**src/rtl/mem_arb_pkg.sv**
```systemverilog
// Shared types for the two-port memory arbiter.
// Holds FSM states, requester ids and width defaults.
package mem_arb_pkg;

  localparam int ADDR_W_DEF = 32;
  localparam int DATA_W_DEF = 32;

  typedef enum logic [1:0] {
    IDLE,
    ACCESS,
    RESP
  } state_e;

  typedef enum logic {
    REQ_I,
    REQ_D
  } req_e;

  function automatic logic is_aligned(
    input logic [1:0] lsb
  );
    return lsb == 2'b00;
  endfunction

endpackage

```
**src/rtl/rr_arbiter2.sv**
```systemverilog
// Two-way round-robin grant, purely combinational.
// Bit 0 is fetch, bit 1 is data; ties go to the one not granted last.
import mem_arb_pkg::*;

module rr_arbiter2 (
  input  logic [1:0] req,
  input  req_e       last_grant,
  output logic [1:0] grant
);

  always_comb begin
    grant = 2'b00;
    unique case (req)
      2'b01:   grant = 2'b01;
      2'b10:   grant = 2'b10;
      2'b11:   grant = (last_grant == REQ_D) ? 2'b01 : 2'b10;
      default: grant = 2'b00;
    endcase
  end

endmodule

```
**src/rtl/mem_arbiter.sv**
```systemverilog
// Arbitrates fetch and data requesters onto one sync single-port RAM.
// One access per three cycles: IDLE accept, ACCESS drive RAM, RESP reply.
import mem_arb_pkg::*;

module mem_arbiter #(
  parameter int ADDR_W = ADDR_W_DEF,
  parameter int DATA_W = DATA_W_DEF
) (
  input  logic              clk,
  input  logic              rst,

  input  logic              i_req_valid,
  output logic              i_req_ready,
  input  logic [ADDR_W-1:0] i_req_addr,
  output logic              i_rsp_valid,
  output logic [DATA_W-1:0] i_rsp_data,
  output logic              i_rsp_err,

  input  logic              d_req_valid,
  output logic              d_req_ready,
  input  logic              d_req_we,
  input  logic [ADDR_W-1:0] d_req_addr,
  input  logic [DATA_W-1:0] d_req_wdata,
  output logic              d_rsp_valid,
  output logic [DATA_W-1:0] d_rsp_data,
  output logic              d_rsp_err,

  output logic              mem_w_en,
  output logic [ADDR_W-1:0] mem_addr,
  output logic [DATA_W-1:0] mem_wdata,
  input  logic [DATA_W-1:0] mem_rdata
);

  state_e            state;
  req_e              last_grant;
  req_e              owner;
  logic              lat_we;
  logic              lat_ok;
  logic [1:0]        grant;
  logic              idle;
  logic              hs_i;
  logic              hs_d;
  logic [ADDR_W-1:0] req_addr;
  logic              req_ok;
  logic              rd_ok;

  rr_arbiter2 u_rr (
    .req        ({d_req_valid, i_req_valid}),
    .last_grant (last_grant),
    .grant      (grant)
  );

  assign idle        = (state == IDLE);
  assign i_req_ready = idle && grant[0];
  assign d_req_ready = idle && grant[1];
  assign hs_i        = i_req_valid && i_req_ready;
  assign hs_d        = d_req_valid && d_req_ready;
  assign req_addr    = hs_d ? d_req_addr : i_req_addr;
  assign req_ok      = is_aligned(req_addr[1:0]);

  // Read data arrives straight from the RAM in the RESP cycle.
  assign rd_ok      = !lat_we && lat_ok;
  assign i_rsp_data = (i_rsp_valid && rd_ok) ? mem_rdata : '0;
  assign d_rsp_data = (d_rsp_valid && rd_ok) ? mem_rdata : '0;

  always_ff @(posedge clk or negedge rst) begin
    if (!rst) begin
      state       <= IDLE;
      last_grant  <= REQ_D;
      owner       <= REQ_I;
      lat_we      <= 1'b0;
      lat_ok      <= 1'b0;
      mem_w_en    <= 1'b0;
      mem_addr    <= '0;
      mem_wdata   <= '0;
      i_rsp_valid <= 1'b0;
      d_rsp_valid <= 1'b0;
      i_rsp_err   <= 1'b0;
      d_rsp_err   <= 1'b0;
    end else begin
      mem_w_en    <= 1'b0;
      i_rsp_valid <= 1'b0;
      d_rsp_valid <= 1'b0;
      i_rsp_err   <= 1'b0;
      d_rsp_err   <= 1'b0;
      unique case (state)
        IDLE: begin
          if (hs_i || hs_d) begin
            state      <= ACCESS;
            owner      <= hs_d ? REQ_D : REQ_I;
            last_grant <= hs_d ? REQ_D : REQ_I;
            mem_addr   <= req_addr;
            mem_wdata  <= hs_d ? d_req_wdata : '0;
            lat_we     <= hs_d && d_req_we;
            lat_ok     <= req_ok;
            mem_w_en   <= hs_d && d_req_we && req_ok;
          end
        end
        ACCESS: begin
          state       <= RESP;
          i_rsp_valid <= (owner == REQ_I);
          d_rsp_valid <= (owner == REQ_D);
          i_rsp_err   <= (owner == REQ_I) && !lat_ok;
          d_rsp_err   <= (owner == REQ_D) && !lat_ok;
        end
        RESP: begin
          state <= IDLE;
        end
        default: begin
          state <= IDLE;
        end
      endcase
    end
  end

endmodule

```
**config.mk**
```make
export PLATFORM = sky130hd
export DESIGN_NAME = mem_arbiter
export DESIGN_NICKNAME = d
export VERILOG_FILES = /design/src/rtl/mem_arb_pkg.sv /design/src/rtl/rr_arbiter2.sv /design/src/rtl/mem_arbiter.sv
export SDC_FILE = /design/constraint.sdc
export NUM_CORES = 1
export LEC_CHECK = 0
export ABC_AREA = 1
export BUFFER_PORTS_ARGS = -buffer_cell sky130_fd_sc_hd__buf_2
export CAP_MARGIN = 5
export CORE_AREA = 2 2 104 106
export CTS_CLUSTER_DIAMETER = 50
export CTS_CLUSTER_SIZE = 40
export DETAILED_ROUTE_END_ITERATION = 10
export DIE_AREA = 0 0 106 108
export HOLD_SLACK_MARGIN = 0.05
export PLACE_DENSITY = 0.7
export SETUP_SLACK_MARGIN = 0.02
export SYNTH_ARGS = -nofsm -noshare
export SYNTH_HDL_FRONTEND = slang
export SYNTH_HIERARCHICAL = 1
export SYNTH_SLANG_ARGS = --single-unit
```
**constraint.sdc**
```tcl
create_clock -name clk -period 4.1 [get_ports clk]
set_clock_uncertainty 0.15 [all_clocks]
set_input_delay 0.615 -clock clk [delete_from_list [all_inputs] [get_ports clk]]
set_output_delay 0.615 -clock clk [all_outputs]
set_load 0.05 [all_outputs]
```
==> flow_metrics.env <==
export IMPL_drtPass1Iterations=5
export IMPL_synthesis_area_um2=3700
export IMPL_cap_violations=0
export IMPL_cts_root_buf="clkbuf_8"
export IMPL_drt_initial_drc_count=325
export IMPL_final_setup_tns_ns=0
export IMPL_nets=878
export IMPL_setup_viol_count_final=0
export IMPL_ys_warn_count=6
export IMPL_clock_fmax_mhz=331
export IMPL_io_buffer_count=267
export IMPL_fillCellCount=1016
export IMPL_vias=3942
export IMPL_via_per_inst=4.44
export IMPL_leakage_nw=3.49
export IMPL_yosysUniqueCellTypes=20
export IMPL_power_density_nw_per_um2=741
export IMPL_crit_required_ns=3.34
export IMPL_gr_usage_all_layers_pct=19.2
export IMPL_power_mw=3.92
export IMPL_synth_cells=494
export IMPL_clock_latency_ns=0.34
export IMPL_final_cell_area_um2=5290
export IMPL_slowest_stage="nand3_1"
export IMPL_dieArea_um2=11400
export IMPL_cts_resized=0
export IMPL_routedWlPerCell_um=12.6
export IMPL_hold_violations=0
export IMPL_irDropWorstVdd_mv=0.351
export IMPL_cts_buffers=9
export IMPL_die_w_um=106
export IMPL_rsz0062_at_grt="no"
export IMPL_initial_utilization_pct=36.2
export IMPL_routed_wl_mm=11.2
export IMPL_outcome="completed"
export IMPL_place_congestion=0.785
export IMPL_synth_compound_area_share_pct=6.76
export IMPL_cts_sinks=75
export IMPL_antenna_found_initial=2
export IMPL_critical_path_class="reg2out"
export IMPL_grt_pass1_vias=3687
export IMPL_layout_commonest_cell="buf_2"
export IMPL_grt_ovfl_total=0
export IMPL_clkSlewWorstSetupHoldPaths_ns=0.09
export IMPL_drive_gt1_share_pct=38.9
export IMPL_grt_start_max_net_pins=76
export IMPL_core_um2=10200
export IMPL_critPathBufInv=1
export IMPL_hold_path_class="in2async"
export IMPL_finalCritPeriodShare_pct=73.7
export IMPL_rows=37
export IMPL_synth_seq_cells=75
export IMPL_relSlewSlack_pct=25.2
export IMPL_drcViolationCount=0
export IMPL_final_cell_mix="266 x buf_2, 167 x nand2_1, 74 x dfrtp_1"
export IMPL_multi_input_area_um2=1400
export IMPL_io_pins=268
export IMPL_synth_seq_area_share_pct=50.7
export IMPL_avgSynthCellArea_um2=7.49
export IMPL_drtAntennaViolNets=0
export IMPL_cp_start_kind="flip-flop"
export IMPL_synthSimpleGateAreaFrac_pct=30.7
export IMPL_crit_chain="nand3_1 -> nor2_1 -> buf_2"
export IMPL_crit_family="simple AND/OR/NAND/NOR gates"
export IMPL_cp_arrival_ns=2.26
export IMPL_cts_path_max_buffers=2
export IMPL_postPlaceCellArea_um2=5080
export IMPL_cp_slowest_stage_delay_ns=0.78
export IMPL_synth_top_family_by_area="simple AND/OR/NAND/NOR gates"
export IMPL_muxShareOfSynthArea_pct=0
export IMPL_end_kind="primary output"
export IMPL_area_delta_synth_final_pct=42.8
export IMPL_dp_hpwl_mm=8.30
export IMPL_grt_pass1_wl_mm=17.5
export IMPL_max_slew_worst_pin_slew_ns=1.12
export IMPL_synth_xor_area_share_pct=0
export IMPL_fin_crit_ns=3.02
export IMPL_register_area_um2=1880
export IMPL_ctsHoldBuffers=0
export IMPL_die_h_um=108
export IMPL_post_cts_repair_setup_buffers=0
export IMPL_cts_tree="built"
export IMPL_synth_fa_ha_area_share_pct=0
export IMPL_synth_fp_nets=627
export IMPL_htreeDepth=3
export IMPL_slew_violations=0
export IMPL_path_max_fanout=32
-- report_power, final --
group          total [mW]  switching (mW)  internal [mW]  leakage [nW]
Clock               0.590           0.299          0.291         0.103
Sequential           1.23           0.178           1.05         0.951
Combinational        2.09            1.65          0.444          2.44
Total                3.92            2.13           1.79          3.49
-- cells in the mapped netlist --
cell	number	area share (%)
nand3_1	39	5.3
clkbuf_1	9	0.91
buf_4	3	0.61
nand4_1	2	0.34
nand2_2	1	0.17
dfrtp_1	74	50
nor3b_2	1	0.34
nor2_1	68	6.9
buf_2	15	2.0
nand2_1	167	17
inv_2	1	0.10
nor3_1	2	0.27
a21oi_1	1	0.14
o21ai_0	4	0.54
buf_6	3	0.91
dfstp_2	1	0.71
inv_1	71	7.2
nor2_4	1	0.30
o211ai_1	30	6.1
nor3b_1	1	0.20
-- per-stage QoR --
step	hold slack [ns]	setup WS [ns]	utilization, %	cells
2_1_floorplan	0.169	1.41	-	494
3_3_place_gp	0.289	0.848	49.6	870
3_5_place_dp	0.296	0.781	49.6	870
4_1_cts	0.277	1.08	51.6	886
5_1_grt	0.309	0.819	51.6	886
6_report	0.243	1.08	51.7	887
-- sequential cells by signal, indices dropped and copies added (netlist names) --
register and flops:
i_rsp_err 1, mem_w_en 1, state 2, mem_addr 32, owner 1, mem_wdata 32
i_rsp_valid 1, lat_we 1, d_rsp_valid 1, d_rsp_err 1, last_grant 1, lat_ok 1
-- worst paths after layout --
check,endpoint,slack (ns),depth (start not counted),start
max,d_rsp_data[26],1.08,3,lat_ok
min,mem_wdata[12],0.24,1,rst
max reg2reg,mem_addr[0],1.37,6,last_grant
min reg2reg,i_rsp_valid,0.31,1,owner
max in group asynchronous,mem_addr[30],2.94,1,rst
min in group clk,i_rsp_valid,0.31,1,owner
-- worst reg2reg max path, delay by kind of cell, from the launching register on --
family          cells  cell delay (ns)
compound gates      2             0.35
simple gates        2             0.21
flops               1             0.55
buf+inv             2             1.31
-- routing by layer --
layer | wire (um) | up-vias | GRT usage [%]
met5 | 8 | - | 0
met4 | 126 | 2 | 6.48
met3 | 914 | 12 | 5.18
met2 | 5300 | 174 | 32.4
met1 | 4820 | 1743 | 24.0
li1 | - | 2011 | -
-- logic make-up after synthesis --
| group | count (synthesis) |
|---|---|
| and+or+nand+nor | 282 |
| buffers and inverters | 102 |
| DFF | 75 |
| AOI/OAI and AO/OA | 35 |
-- layout make-up --
class                           instances  share of cell area [%]
Inverter                               72                    5.11
Clock inverter                          7                    1.52
Timing Repair Buffer                  270                    25.8
Multi-Input combinational cell        317                    26.5
Antenna cell                            1                  0.0473
Tap cell                              136                    3.22
Clock buffer                            9                    2.34
Sequential cell                        75                    35.5
Note: power is estimated with default switching activity, not from simulation.
